==> src/rtl/sar_pkg.sv <==
// Shared types and constants for the successive-approximation search block.
package sar_pkg;

    localparam int unsigned SAR_WIDTH = 4;

    typedef enum logic [1:0] {
        IDLE = 2'd0,
        TEST = 2'd1,
        DONE = 2'd2
    } state_t;

    // Bit-index width; at least one bit so a 1-bit search still has a legal index.
    function automatic int unsigned idx_bits(input int unsigned w);
        return (w > 1) ? $clog2(w) : 1;
    endfunction

endpackage

==> src/rtl/sar_step.sv <==
// One SAR bisection step: resolve the current bit from the compare and form the next trial.
module sar_step
    import sar_pkg::*;
#(
    parameter int unsigned WIDTH = SAR_WIDTH,
    parameter int unsigned IDX_W = idx_bits(SAR_WIDTH)
) (
    input  logic [WIDTH-1:0] trial,
    input  logic [IDX_W-1:0] idx,
    input  logic             cmp_gt,
    input  logic             cmp_eq,
    input  logic             cmp_lt,
    output logic [WIDTH-1:0] kept_c,
    output logic [WIDTH-1:0] next_c,
    output logic             onehot_c
);

    logic [WIDTH-1:0] bit_mask;

    always_comb begin
        bit_mask = WIDTH'(1) << idx;
        // target below trial clears the bit under test; gt (and eq without early exit) keeps it
        kept_c   = cmp_lt ? (trial & ~bit_mask) : trial;
        next_c   = (idx == '0) ? kept_c : (kept_c | (bit_mask >> 1));
        // odd count of asserted flags, excluding all three
        onehot_c = (cmp_gt ^ cmp_eq ^ cmp_lt) & ~(cmp_gt & cmp_eq & cmp_lt);
    end

endmodule

==> src/rtl/sar_search.sv <==
// Successive-approximation search FSM driving an external comparator.
// Define SAR_EARLY_EXIT_EN to end a search as soon as the comparator reports equality.
module sar_search
    import sar_pkg::*;
#(
    parameter int unsigned WIDTH = SAR_WIDTH
) (
    input  logic                         clk,
    input  logic                         rst_n,
    input  logic                         start,
    input  logic                         cmp_gt,
    input  logic                         cmp_eq,
    input  logic                         cmp_lt,
    output logic [WIDTH-1:0]             trial,
    output logic                         busy,
    output logic                         done,
    output logic [WIDTH-1:0]             result,
    output logic [$clog2(WIDTH+1)-1:0]   steps,
    output logic                         err
);

    localparam int unsigned IDX_W   = idx_bits(WIDTH);
    localparam int unsigned STEPS_W = $clog2(WIDTH + 1);

    state_t             state, state_n;
    logic [IDX_W-1:0]   idx, idx_n;
    logic [WIDTH-1:0]   trial_n, result_n;
    logic [STEPS_W-1:0] steps_n;
    logic               busy_n, done_n, err_n;

    logic [WIDTH-1:0]   kept_c, next_c;
    logic               onehot_c, eq_exit_c;

    sar_step #(
        .WIDTH (WIDTH),
        .IDX_W (IDX_W)
    ) u_step (
        .trial    (trial),
        .idx      (idx),
        .cmp_gt   (cmp_gt),
        .cmp_eq   (cmp_eq),
        .cmp_lt   (cmp_lt),
        .kept_c   (kept_c),
        .next_c   (next_c),
        .onehot_c (onehot_c)
    );

`ifdef SAR_EARLY_EXIT_EN
    assign eq_exit_c = cmp_eq;
`else
    assign eq_exit_c = 1'b0;
`endif

    // State and output registers
    always_ff @(posedge clk or negedge rst_n) begin
        if (!rst_n) begin
            state  <= IDLE;
            idx    <= '0;
            trial  <= '0;
            result <= '0;
            steps  <= '0;
            busy   <= 1'b0;
            done   <= 1'b0;
            err    <= 1'b0;
        end else begin
            state  <= state_n;
            idx    <= idx_n;
            trial  <= trial_n;
            result <= result_n;
            steps  <= steps_n;
            busy   <= busy_n;
            done   <= done_n;
            err    <= err_n;
        end
    end

    // Next-state and next-output logic
    always_comb begin
        state_n  = state;
        idx_n    = idx;
        trial_n  = trial;
        result_n = result;
        steps_n  = steps;
        err_n    = err;
        busy_n   = 1'b0;
        done_n   = 1'b0;

        unique case (state)
            IDLE: begin
                trial_n = '0;
                if (start) begin
                    err_n   = 1'b0;
                    steps_n = '0;
                    idx_n   = IDX_W'(WIDTH - 1);
                    trial_n = WIDTH'(1) << (WIDTH - 1);
                    busy_n  = 1'b1;
                    state_n = TEST;
                end
            end
            TEST: begin
                steps_n = steps + STEPS_W'(1);
                busy_n  = 1'b1;
                if (!onehot_c) begin
                    err_n    = 1'b1;
                    result_n = '0;
                end else if (eq_exit_c) begin
                    result_n = trial;
                end else if (idx == '0) begin
                    result_n = kept_c;
                end else begin
                    trial_n = next_c;
                    idx_n   = idx - IDX_W'(1);
                end
                // every branch except a normal bisection step finishes the search
                if (!onehot_c || eq_exit_c || idx == '0) begin
                    trial_n = '0;
                    busy_n  = 1'b0;
                    done_n  = 1'b1;
                    state_n = DONE;
                end
            end
            DONE: begin
                trial_n = '0;
                state_n = IDLE;
            end
            default: begin
                trial_n = '0;
                state_n = IDLE;
            end
        endcase
    end

endmodule

==> config.mk <==
export PLATFORM = sky130hd
export DESIGN_NAME = sar_search
export DESIGN_NICKNAME = d
export VERILOG_FILES = /design/src/rtl/sar_pkg.sv /design/src/rtl/sar_step.sv /design/src/rtl/sar_search.sv
export SDC_FILE = /design/constraint.sdc
export NUM_CORES = 1
export LEC_CHECK = 0
export BUFFER_PORTS_ARGS = -buffer_cell sky130_fd_sc_hd__buf_2
export CORE_MARGIN = 2
export CORE_UTILIZATION = 56
export DETAILED_ROUTE_END_ITERATION = 8
export PLACE_DENSITY = 0.82
export SKIP_CTS_REPAIR_TIMING = 1
export SLEW_MARGIN = 40
export SYNTH_ARGS = -nofsm -noshare
export SYNTH_HDL_FRONTEND = slang
export SYNTH_SLANG_ARGS = --single-unit
==> constraint.sdc <==
create_clock -name clk -period 2.3 [get_ports clk]
set_input_delay 0.115 -clock clk [delete_from_list [all_inputs] [get_ports clk]]
set_output_delay 0.115 -clock clk [all_outputs]
set_load 0.02 [all_outputs]
==> results.md <==
- CP Launch Type: flop
- Reg2reg path depth: 5
- Slew Limit Fails: 0
- Layout cell share with drive strength beyond 1: between 20% and 30%
- Die Area: 1980 µm²
- Final worst-path cycle share: 75.9%
- Final #Nets: 119
- Routed via count: 705
- Vias in the first global route: 611
- Via density: 5.78
- Adder-cell area share of the yosys netlist: 8.16%
- Top sig layer: met4
- Clock transition at path regs: 0.10 ns
- DP Worst Slack: 0.592 ns
- Pleak: 0.528 nW
- R2R Path End: result[3]
- RSZ-0062 raised after global routing: false
- Routed wire length per instance: approximately 14 µm
- Status: finished, final reports clean
- Min-Delay Path Class: input port to flop
- Yosys reg bits: 18
- Least-Margin Pin Slew: 0.512 ns
- Worst setup EP type: flop
- # Max-Cap Violations: 0
- Main synth FF type: dfrtp_1
- PortBufs: 19
- H-tree levels: 1
- Synth Area in Compound Gates: between 10% and 20%
- CTS Buf Count: 3
- Setup Viol. Count Final: 0
- Met2 routed WL: 806 µm
- Final min period: 1.74 ns
- Root Buffer: clkbuf_4
- Highest-count cells in the layout ignoring fill and taps: buf_2 (19), dfrtp_1 (18), inv_1 (7), nor2_1 (7), ha_1 (6)
- WS Path Type: flop to flop
- Final TNS setup: 0 ns
- Longest Clk Path Bufs: 2
- Worst path cell trace: inv_1 -> ha_1 -> nor3b_2 -> nor3_2 -> mux2i_1
- CP Buf/Inv Count: 1
- EDFF count, synth: 0
- Power density over the cells: roughly 1100 nW/µm²
- Crit path largest cell delay: 0.46 ns
- Final Power: 1.14 mW
- Crit-path leading delay family: simple AND/OR/NAND/NOR gates
- HPWL Detailed: 1260 µm
- Syn_nets: 96
- R2R Setup Slk: 0.56 ns
- VDD IR max: 0.000710 V
- Die width: 44.5 µm
- Critical Path AT: 1.91 ns
- Share of synthesized registers carrying an async set or reset: 100%
- Die Height: around 45 µm
- Worst-path fanout max: 8
- Met3 WL post-DR: 92 µm
- Netlist area before placement: 920 µm²
- Crit path depth: 5
- Beginning of the critical path: idx[0]
- Setup ws final: 0.555 ns
- Hold_ws: between 0.15 and 0.2 ns
- Core Util, Final: a little over two thirds
- Hold Violations, Final: 0
- CTS tree: built
- Largest net degree at the start of global routing: 19
- Seq/Total Area, Yosys: 49.0%
- Initial antenna violation count: 0
- Synth cell types: 29
- Worst path slowest cell: dfrtp_1
- Drt first pass iters: 4
- Xor and xnor fraction of the mapped netlist area: 0%
- DRC viols: 0
- Total GRT Usage: 19.7%
- Synthesis-to-finish area growth: 16.3%
- Mux cell area share after synthesis: 5.58%
- I/O pin total: 20
- Data required, critical path: 2.47 ns
- Initial core utilization: 60.3%
- Hold_sp: start
- Detail Route Antenna Nets: 0
- Final WL: 1670 µm
- Met1 wire length: 745 µm
- CTS sink count: 18
- Highest clock rate: 0.573 GHz
- Syn Area/Cell: 10.9 µm²
- Worst rel slew slack: 65.7%
- Setup crit end: result[3]
- First-pass GRT wire length: 2790 µm
- Core box area: 1520 µm²
- Worst-Skew Late Latency: 0.29 ns
- Simple-Gate Fraction of Synth Area: 17.7%
- Routability Congestion: 0.829
- Site Rows: 14
- Initial DRC count: 12
- Yosys warns: 0
- Diode count: 0
- Largest family of logic cells by synthesized area: simple AND/OR/NAND/NOR gates
- R2R Path Start: idx[0]
- Clock Skews: 0.00424 ns
- Syn Inst Count: 84
- Most common cell after layout, fill and taps aside: buf_2
- Grt total ovfl: 0
-- cell usage after synthesis, types with 2 or more instances --
| cell type | count | area (µm²) |
|---|---|---|
| a21boi_0 | 3 | 22.5 |
| a311oi_1 | 2 | 17.5 |
| nor3_1 | 4 | 20.0 |
| mux2i_1 | 4 | 40.0 |
| nor2_1 | 7 | 26.3 |
| o21ai_0 | 5 | 25.0 |
| a21oi_1 | 4 | 20.0 |
| ha_1 | 6 | 75.1 |
| nand2_1 | 2 | 7.51 |
| inv_1 | 7 | 26.3 |
| dfrtp_1 | 18 | 450 |
| nand2b_1 | 2 | 12.5 |
| nor4b_1 | 2 | 17.5 |
| nor2b_1 | 2 | 12.5 |
| a22o_1 | 2 | 17.5 |
-- worst min-delay path, delay by kind of cell --
kind | cells | cell delay [ns]
AND/OR/NAND/NOR | 1 | 0.13
AO/OA/AOI/OAI | 1 | 0.08
buffers and inverters | 1 | 0.11
-- how the worst min path moves through the flow --
stage	end	slack [ns]	cells after the start
after floorplan	busy	-0.18	0
after global placement	err	0.06	1
after detailed placement	err	0.05	1
after CTS	done	-0.27	1
after global routing	state[0]	0.23	3
final	busy	0.18	3
-- cell families (layout without fill, tap and decap cells) --
logic type	Yosys count	in the layout
and+or+nand+nor	25	25
AOI/OAI and AO/OA	21	21
DFF	18	18
buffers and inverters	9	31
adders and majority gates	6	6
muxes	5	5
-- through the flow --
step           instance area, µm²  cells
2_1_floorplan                 920     84
3_3_place_gp                 1020    117
3_5_place_dp                 1020    117
4_1_cts                      1060    121
6_report                     1070    122
5_1_grt                      1070    122
-- final cells by class --
type	count	area [µm²]
Clock buffer	4	36.3
Fill cell	120	454
Inverter	7	26.3
Multi-Input combinational cell	57	432
Sequential cell	18	450
Tap cell	16	20.0
Timing Repair Buffer	20	105
-- routing by layer --
layer | vias to the layer above | track usage (%)
li1 | 348 | -
met1 | 323 | 27.2
met2 | 30 | 29.9
met3 | 4 | 3.67
met4 | 0 | 9.09
met5 | - | 0
-- registers in the layout, summed over array words and instances, names as in the netlist --
name    count
result      4
trial       4
state       2
done        1
steps       3
busy        1
err         1
idx         2
-- report_power, final --
group / leakage (nW) / internal, mW / switching, mW
registers: 0.233 / 0.406 / 0.0887
clock network: 0.0210 / 0.0965 / 0.0967
logic: 0.274 / 0.187 / 0.264
No activity file was read; power rests on OpenSTA's default activity.
